<file path="config.mk">
export PLATFORM = sky130hd
export DESIGN_NAME = conv1d_requant
export DESIGN_NICKNAME = d
export VERILOG_FILES = /design/src/rtl/conv1d_requant.sv
export SDC_FILE = /design/constraint.sdc
export NUM_CORES = 2
export LEC_CHECK = 0
export ABC_CLOCK_PERIOD_IN_PS = 12690
export BUFFER_PORTS_ARGS = -buffer_cell sky130_fd_sc_hd__buf_2
export CORE_MARGIN = 3
export CORE_UTILIZATION = 55
export DETAILED_ROUTE_END_ITERATION = 8
export GPL_ROUTABILITY_DRIVEN = 1
export HOLD_SLACK_MARGIN = 0.06
export PLACE_DENSITY = 0.76
export SETUP_SLACK_MARGIN = 0.1
export SLEW_MARGIN = 0
export SYNTH_ARGS = -nofsm -noshare
export SYNTH_HDL_FRONTEND = slang
export SYNTH_SLANG_ARGS = --single-unit
</file>
<file path="constraint.sdc">
create_clock -name clk -period 12.69 [get_ports clk]
set_input_delay 2.538 -clock clk [delete_from_list [all_inputs] [get_ports clk]]
set_output_delay 2.538 -clock clk [all_outputs]
set_load 0.01 [all_outputs]
</file>
<file path="src/rtl/conv1d_requant.sv">
// conv1d_requant: TFLite per-layer requantization of int32 accumulators to int8, 4-stage valid/ready pipeline.
// Optional macro REQUANT_PACK4_EN packs four results into each 32-bit output word.
module conv1d_requant #(
  parameter int INT32_SIZE = 32,
  parameter int BYTE_SIZE  = 8,
`ifdef REQUANT_PACK4_EN
  localparam int OUT_W = 4 * BYTE_SIZE
`else
  localparam int OUT_W = BYTE_SIZE
`endif
) (
  input  logic                  clk,
  input  logic                  reset,
  input  logic                  cfg_we,
  input  logic [2:0]            cfg_addr,
  input  logic [INT32_SIZE-1:0] cfg_data,
  output logic                  cfg_err,
  input  logic                  in_valid,
  output logic                  in_ready,
  input  logic [INT32_SIZE-1:0] in_acc,
  input  logic                  in_last,
  output logic                  out_valid,
  input  logic                  out_ready,
  output logic [OUT_W-1:0]      out_data
);

  localparam int PW = 2 * INT32_SIZE;

  logic signed [INT32_SIZE-1:0] mult_r, shift_r, offset_r, act_min_r, act_max_r;
  logic                         v1_r, v2_r, v3_r;
  logic                         last1_r, last2_r, last3_r;
  logic signed [INT32_SIZE-1:0] x1_r, r3_r;
  logic signed [PW-1:0]         ab2_r;
  logic                         sat2_r;
  logic                         advance_s, cfg_ok_s;
  logic [INT32_SIZE-1:0]        ls_s;
  logic [4:0]                   rs_s;
  logic signed [BYTE_SIZE-1:0]  res_s;

  // Rounding doubling high-half multiply; the only overflow case is forced to INT32_MAX.
  function automatic logic signed [INT32_SIZE-1:0] high_mul(
    input logic signed [PW-1:0] ab,
    input logic                 sat
  );
    logic signed [PW-1:0] s;
    logic signed [PW-1:0] q;
    s = ab + ((ab >= 64'sd0) ? 64'sd1073741824 : -64'sd1073741823);
    q = s >>> 31;
    if (s < 64'sd0 && s[30:0] != 31'd0) q = q + 64'sd1;
    else                                q = q;
    return sat ? 32'sh7fffffff : q[INT32_SIZE-1:0];
  endfunction

  function automatic logic signed [INT32_SIZE-1:0] round_div(
    input logic signed [INT32_SIZE-1:0] h,
    input logic [4:0]                   rs
  );
    logic [INT32_SIZE-1:0] mask, rem, thr;
    mask = (32'd1 << rs) - 32'd1;
    rem  = h & mask;
    thr  = (mask >> 1) + {31'd0, h[INT32_SIZE-1]};
    return (h >>> rs) + ((rem > thr) ? 32'sd1 : 32'sd0);
  endfunction

  // min is applied before max, so an inverted window resolves to max.
  function automatic logic signed [BYTE_SIZE-1:0] act_clamp(
    input logic signed [INT32_SIZE-1:0] r, off, lo, hi
  );
    logic signed [INT32_SIZE-1:0] y;
    y = r + off;
    if (y < lo) y = lo;
    else        y = y;
    if (y > hi) y = hi;
    else        y = y;
    if (y > 32'sd127)       y = 32'sd127;
    else if (y < -32'sd128) y = -32'sd128;
    else                    y = y;
    return y[BYTE_SIZE-1:0];
  endfunction

  assign advance_s = !out_valid || out_ready;
  assign in_ready  = advance_s;
  assign cfg_ok_s  = !(v1_r || v2_r || v3_r || out_valid || in_valid);
  assign res_s     = act_clamp(r3_r, offset_r, act_min_r, act_max_r);

  // Split the signed shift into a left amount and a right amount saturated to 31.
  always_comb begin
    ls_s = '0;
    rs_s = 5'd0;
    if (shift_r > 32'sd0) begin
      ls_s = shift_r;
      rs_s = 5'd0;
    end else if (shift_r < -32'sd31) begin
      ls_s = '0;
      rs_s = 5'd31;
    end else begin
      ls_s = '0;
      rs_s = 5'(-shift_r);
    end
  end

  // Config registers and the reject pulse.
  always_ff @(posedge clk or posedge reset) begin
    if (reset) begin
      mult_r    <= 32'sh40000000;
      shift_r   <= 32'sd1;
      offset_r  <= 32'sd0;
      act_min_r <= -32'sd128;
      act_max_r <= 32'sd127;
      cfg_err   <= 1'b0;
    end else begin
      cfg_err <= cfg_we && !cfg_ok_s;
      if (cfg_we && cfg_ok_s) begin
        case (cfg_addr)
          3'd0:    mult_r    <= cfg_data;
          3'd1:    shift_r   <= cfg_data;
          3'd2:    offset_r  <= cfg_data;
          3'd3:    act_min_r <= cfg_data;
          3'd4:    act_max_r <= cfg_data;
          default: ;
        endcase
      end
    end
  end

  // Stages 1-3: shift, multiply, round; all advance together.
  always_ff @(posedge clk or posedge reset) begin
    if (reset) begin
      v1_r    <= 1'b0;
      v2_r    <= 1'b0;
      v3_r    <= 1'b0;
      last1_r <= 1'b0;
      last2_r <= 1'b0;
      last3_r <= 1'b0;
      x1_r    <= '0;
      ab2_r   <= '0;
      sat2_r  <= 1'b0;
      r3_r    <= '0;
    end else if (advance_s) begin
      v1_r    <= in_valid;
      last1_r <= in_last;
      x1_r    <= in_acc << ls_s;
      v2_r    <= v1_r;
      last2_r <= last1_r;
      ab2_r   <= {{INT32_SIZE{x1_r[INT32_SIZE-1]}}, x1_r} * {{INT32_SIZE{mult_r[INT32_SIZE-1]}}, mult_r};
      sat2_r  <= (x1_r == 32'h80000000) && (mult_r == 32'h80000000);
      v3_r    <= v2_r;
      last3_r <= last2_r;
      r3_r    <= round_div(high_mul(ab2_r, sat2_r), rs_s);
    end
  end

`ifdef REQUANT_PACK4_EN
  logic [OUT_W-1:0] base_word_s, word_s;
  logic [1:0]       lane_r, base_lane_s;

  // A word being handed off this cycle restarts packing at lane 0.
  always_comb begin
    base_word_s = out_valid ? '0 : out_data;
    base_lane_s = out_valid ? 2'd0 : lane_r;
    word_s      = base_word_s;
    case (base_lane_s)
      2'd0:    word_s[7:0]   = res_s;
      2'd1:    word_s[15:8]  = res_s;
      2'd2:    word_s[23:16] = res_s;
      2'd3:    word_s[31:24] = res_s;
      default: word_s        = base_word_s;
    endcase
  end

  // Stage 4: packer, closes a word on the fourth lane or on a row end.
  always_ff @(posedge clk or posedge reset) begin
    if (reset) begin
      out_valid <= 1'b0;
      out_data  <= '0;
      lane_r    <= 2'd0;
    end else if (advance_s) begin
      if (v3_r) begin
        out_data <= word_s;
        if (base_lane_s == 2'd3 || last3_r) begin
          out_valid <= 1'b1;
          lane_r    <= 2'd0;
        end else begin
          out_valid <= 1'b0;
          lane_r    <= base_lane_s + 2'd1;
        end
      end else begin
        out_valid <= 1'b0;
        out_data  <= base_word_s;
        lane_r    <= base_lane_s;
      end
    end
  end
`else
  logic unused_last_s;
  assign unused_last_s = last3_r;

  // Stage 4: offset, clamp and output register.
  always_ff @(posedge clk or posedge reset) begin
    if (reset) begin
      out_valid <= 1'b0;
      out_data  <= '0;
    end else if (advance_s) begin
      out_valid <= v3_r;
      if (v3_r) out_data <= res_s;
    end
  end
`endif

endmodule

</file>
# Yosys cells after proc, flatten, opt, wreduce, memory -nomap -nowiden
# Index checks and enable logic that the tools add are counted.
# classes
add_sub_neg,7
multipliers,1
magnitude_cmp,9
eq_ne,6
shifts,3
mux,12
bitwise_logic,1
reduce_logical,19
# op_table
cell,n
$mux 32,6
$add 64x64->64,1
$eq 32x32->1 const B,2
$ge 64x1->1 const B,1
$gt 32x32->1,2
$lt 64x1->1 const B,1
$mul 32x32->64,1
$mux 64,1
$add 31x1->32,1
$add 32x2->32,1
$add 32x2->32 const B,1
$add 32x32->32,1
$and 32x32->32,1
$gt 32x1->1 const B,1
$gt 32x8->1 const B,1
$lt 32x32->1,1
$lt 32x6->1 const B,1
$lt 32x8->1 const B,1
$shl 1x5->32 const A,1
$shl 32x32->32,1
$sshr 32x5->32,1
$sub 32x1->32 const B,1
$reduce_bool 31->1,1
$mux 8,2
11 further kinds,26
# word_totals
reg_bits,302
in_bits,73
out_inout_bits,11
elab_cells,73

# Logic depth before layout (Yosys ltp)
# logic_depth
depth_word,12
mapped_depth,51
ltp_nobuf,47

# Least setup slack after synthesis
# No wires, ideal clock.
# synth_path
path_kind,flip-flop to flip-flop
start,register ab2_r[63]
end,register r3_r[26]
setup_time_ps,110
arrival_time_ps,9542
required_time_ps,12580
path_slack_ps,3037
stages_incl_launch_ff,45
period_less_slack_ps,9653
path_cell_list,dfrtp_1 > clkbuf_1 > ha_1 > ha_1 > nand3_1 > nor3_2 > a41oi_1 > xnor2_1 > and3_1 > and4_1 > buf_4 > nand4_2 > or4b_4 > nor4_1 > nand4_1 > nand2_1 > buf_2 > buf_2 > [9 not listed] > o21ai_0 > nand2b_1 > a21oi_1 > nor2b_1 > o21ai_0 > nand2b_1 > a21oi_1 > o31ai_1 > a21oi_1 > a31oi_1 > ha_1 > ha_1 > inv_1 > nor4_4 > nand3_2 > nor4_4 > a211oi_1 > o41ai_1
# synth_between
elab_chain_cells,12
word_cells_on_any_way,16
cone_classes,add/sub (4); order compare (3); shift (1); mux (5); bitwise (1); reduce/logical (2)
# synth_rtl
item,line_no,source
from (decl),33,logic signed [PW-1:0] ab2_r;
from (signal assigned),145,"ab2_r <= {{INT32_SIZE{x1_r[INT32_SIZE-1]}}, x1_r} * {{INT32_SIZE{mult_r[INT32_SIZE-1]}}, mult_r};"
$ge 64x1->1,47,s = ab + ((ab >= 64'sd0) ? 64'sd1073741824 : -64'sd1073741823);
$mux 64,47,
$add 64x64->64 *,47,
$lt 64x1->1 / $reduce_bool 31->1 (equally long branches),49,if (s < 64'sd0 && s[30:0] != 31'd0) q = q + 64'sd1;
$logic_and 1x1->1,49,
$mux 32 *,49,
$mux 32 *,139,end else if (advance_s) begin
$mux 32 *,51,return sat ? 32'sh7fffffff : q[INT32_SIZE-1:0];
$add 31x1->32 / $and 32x32->32 (equally long branches),"61, 60",
$gt 32x32->1,62,return (h >>> rs) + ((rem > thr) ? 32'sd1 : 32'sd0);
$mux 1,62,
$add 32x2->32 *,62,
to (signal assigned),149,"r3_r <= round_div(high_mul(ab2_r, sat2_r), rs_s);"
to (decl),32,"logic signed [INT32_SIZE-1:0] x1_r, r3_r;"
# Every way passes the cells marked *; elsewhere a longest branch is shown, timed or not. The select of a mux whose other input is x is not followed.
# A chain may end at the register's enable or synchronous reset.

# Worst setup path in the final report
# layout_path
start,register ab2_r[63]
end,register r3_r[22]
# The elaborated chain is that of the path after synthesis.

==> flow_summary.ini <==
[setup_path]
crit_family = simple AND/OR/NAND/NOR gates
crit_start = ab2_r[63]
critPathMaxStageDelay_ps = 600
cp_common_cell = ha_1
endpoint = r3_r[22]
end_kind = flop
rrSetupSlack_ps = 1370
cp.depth = 44
worstReg2RegStart = ab2_r[63]
critPathSlowestCell = or4b_4
crit_fanout = 20
reg2regPathDepth = 44
critical_path_arrival_ps = 11720
crit_path_start_kind = flop
crit_required_ps = 13100
critPathBufInv = 2
r2r-end = r3_r[22]
setup.worst_path.class = reg2reg

[place]
pre_cts_slack_ps = 1454
portBuffers = 82
dpl_cell_area_mm2 = 0.06307
globalplace.congestion = 0.9730
dp_hpwl_um = 144100

[floorplan]
rows = 121
fp.dieW_um = 339.6
die_y_um = 339.6
io_pins = 84
dieArea_mm2 = 0.1153
start_util_pct = 55.85
core_mm2 = 0.1096

[logic_synthesis]
ys.flop_type = dfrtp_1
synth-async-reset-ratio_pct = 100.0
synth_cells = 6935
synth-edff-count = 0
syn_area_per_cell_um2 = 8.827
synth_top_area_share_pct = 35.42
syn_nets = 8442
synth_warnings = 0
synth_cell_types = 110
ys_ff_latch = 302
syn_area_mm2 = 0.06121
seq_area_frac_synth_pct = 12.42
synth.largest_area_cell = fa_1
synth_area_leaders = fa_1 (35%), dfrtp_1 (11%), inv_1 (7.4%), ha_1 (7.2%), nand2_1 (6.4%)

[drt]
viasPerCell = 5.954
firstDrtPassIters = 6
ant_nets = 0
wl_um = 181100
wl_per_cell_um = 21.76
remaining_drc_errors = 0
drtIter0Drc = 3948
routed-via-count = 49530

[power]
leakage_nw = 29.30
p_per_area_mw_per_mm2 = 271.3
ir_worst_vdd_mv = 0.2304

[timing]
maxSlewHeadroom_pct = 13.43
setup_tns_ps = 0
min_period_ps = 11320
drv_slew = 0
period_share_pct = 89.17
whs_ps = 490.2
fmax_mhz = 88.37
hold_violations = 0
fin_ws_ps = 1375
finalSetupViolations = 0
rsz0062_at_grt = false
skew_ps = 30.46
worst_pin_slew_ps = 1287

[layout]
layout_commonest_cell = inv_1
utilization_pct = 58.63
final_cell_mix = inv_1 (1212), fa_1 (1083), nand2_1 (1049)
drive_above_1_share_pct = 8.294
syn_to_final_growth_pct = 4.983
fin_area_mm2 = 0.06426
fin_nets = 8318

[grt]
grt_pass1_vias = 52119
antenna_found_initial = 11
gr-total-overflow = 0
grt_max_degree = 141
grtUsageTotal_pct = 31.92
grt_pass1_wl_um = 291300

[run_status]
status = completed

[clock_tree]
cts.clk_slew.worst_paths_ps = 60
numCtsBuffers = 35
cts.path.max_buffers = 3
cts_tree = yes
clk_latency_ps = 570
postCtsSetupBuffers = 0
cts_sinks = 302
cts_root_buffer = clkbuf_16
ctsHtreeMaxLevel = 2

[worst_hold_path]
hold_path_class = reg2reg

[flow_run]
maxCapViolCount = 0
## kinds of logic after synthesis
| group | share of synthesized area [%] |
|---|---|
| AND/OR/NAND/NOR | 16.86 |
| buffers and inverters | 9.727 |
| adder cells (fa/ha/maj) | 42.59 |
| AO/OA/AOI/OAI | 10.28 |
| flip-flops | 12.42 |
| multiplexers | 5.218 |
| XOR/XNOR | 2.890 |
| other | 0.01227 |
## synthesized netlist by cell type (85+ instances only)
cell type and number:
a21o_1 85, a21oi_1 277, and2_1 301, clkbuf_1 324, dfrtp_1 268, fa_1 1083, ha_1 351, inv_1 1214
mux2_2 184, mux2i_1 97, nand2_1 1050, nand3_1 95, nor2_1 268, o21ai_0 203, xnor2_1 115, xor2_1 87
## worst min-delay path by stage
stage / startpoint / to / slack, ps / depth (start not counted)
floorplan: r3_r[0] / r3_r[0] / 440 / 2
global placement: ab2_r[0] / ab2_r[0] / 460 / 2
detailed placement: ab2_r[0] / ab2_r[0] / 470 / 2
CTS: ab2_r[0] / ab2_r[0] / 490 / 2
global route: act_max_r[15] / act_max_r[15] / 510 / 1
finish: ab2_r[0] / ab2_r[0] / 490 / 2
## registers in the layout (all words and copies together) (netlist names)
name       cells
r3_r          32
shift_r       32
act_max_r     32
v1_r           1
act_min_r     32
v3_r           1
offset_r      32
out_data       8
out_valid      1
ab2_r         64
mult_r        32
cfg_err        1
v2_r           1
x1_r          32
sat2_r         1
## final cells by class
cell class | count | area [um2]
inverters | 1215 | 4569
clock buffers | 44 | 919.6
well taps | 1476 | 1847
flip-flops and latches | 302 | 7605
multi-input cells | 5055 | 47730
repair buffers | 202 | 1324
diodes | 7 | 17.52
clock inverters | 18 | 252.7
fillers | 9503 | 45350
## metrics by stage
| stage | cells | total power, mW |
|---|---|---|
| floorplan | 6935 | 11.67 |
| global placement | 8250 | 15.83 |
| detailed placement | 8250 | 16.03 |
| CTS | 8312 | 17.25 |
| global route | 8313 | 19.03 |
| finish | 8319 | 17.43 |
## report_power, final
group          leakage (nW)  internal (mW)  switching, mW
sequential             3.83           1.34          0.548
combinational          24.9           5.35           9.14
clock                 0.571          0.624          0.438
## worst reg2reg max path: cells and delay by family (launching register included)
family	cells	cell delay, ps
adder cells (fa/ha/maj)	7	1800
flip-flops	1	590
buffers and inverters	2	400
XOR/XNOR	2	610
AND/OR/NAND/NOR	23	6420
AO/OA/AOI/OAI	10	1360
## per-layer routing
layer | routed length (um) | GRT usage (%) | up-vias
met1 | 70310 | 40.90 | 25114
met3 | 14100 | 4.852 | 572
met2 | 85230 | 52.57 | 2025
met5 | 12 | 0 | -
met4 | 11400 | 16.68 | 2
li1 | - | - | 21817
## repair_timing
item / in CTS / in global routing
endpoints found under the setup margin: 0 / 1
resized for setup: 0 / 1
hold buffers: 0 / 0
endpoints found under the hold margin: 0 / 0
No activity file was read; power rests on OpenSTA's default activity.
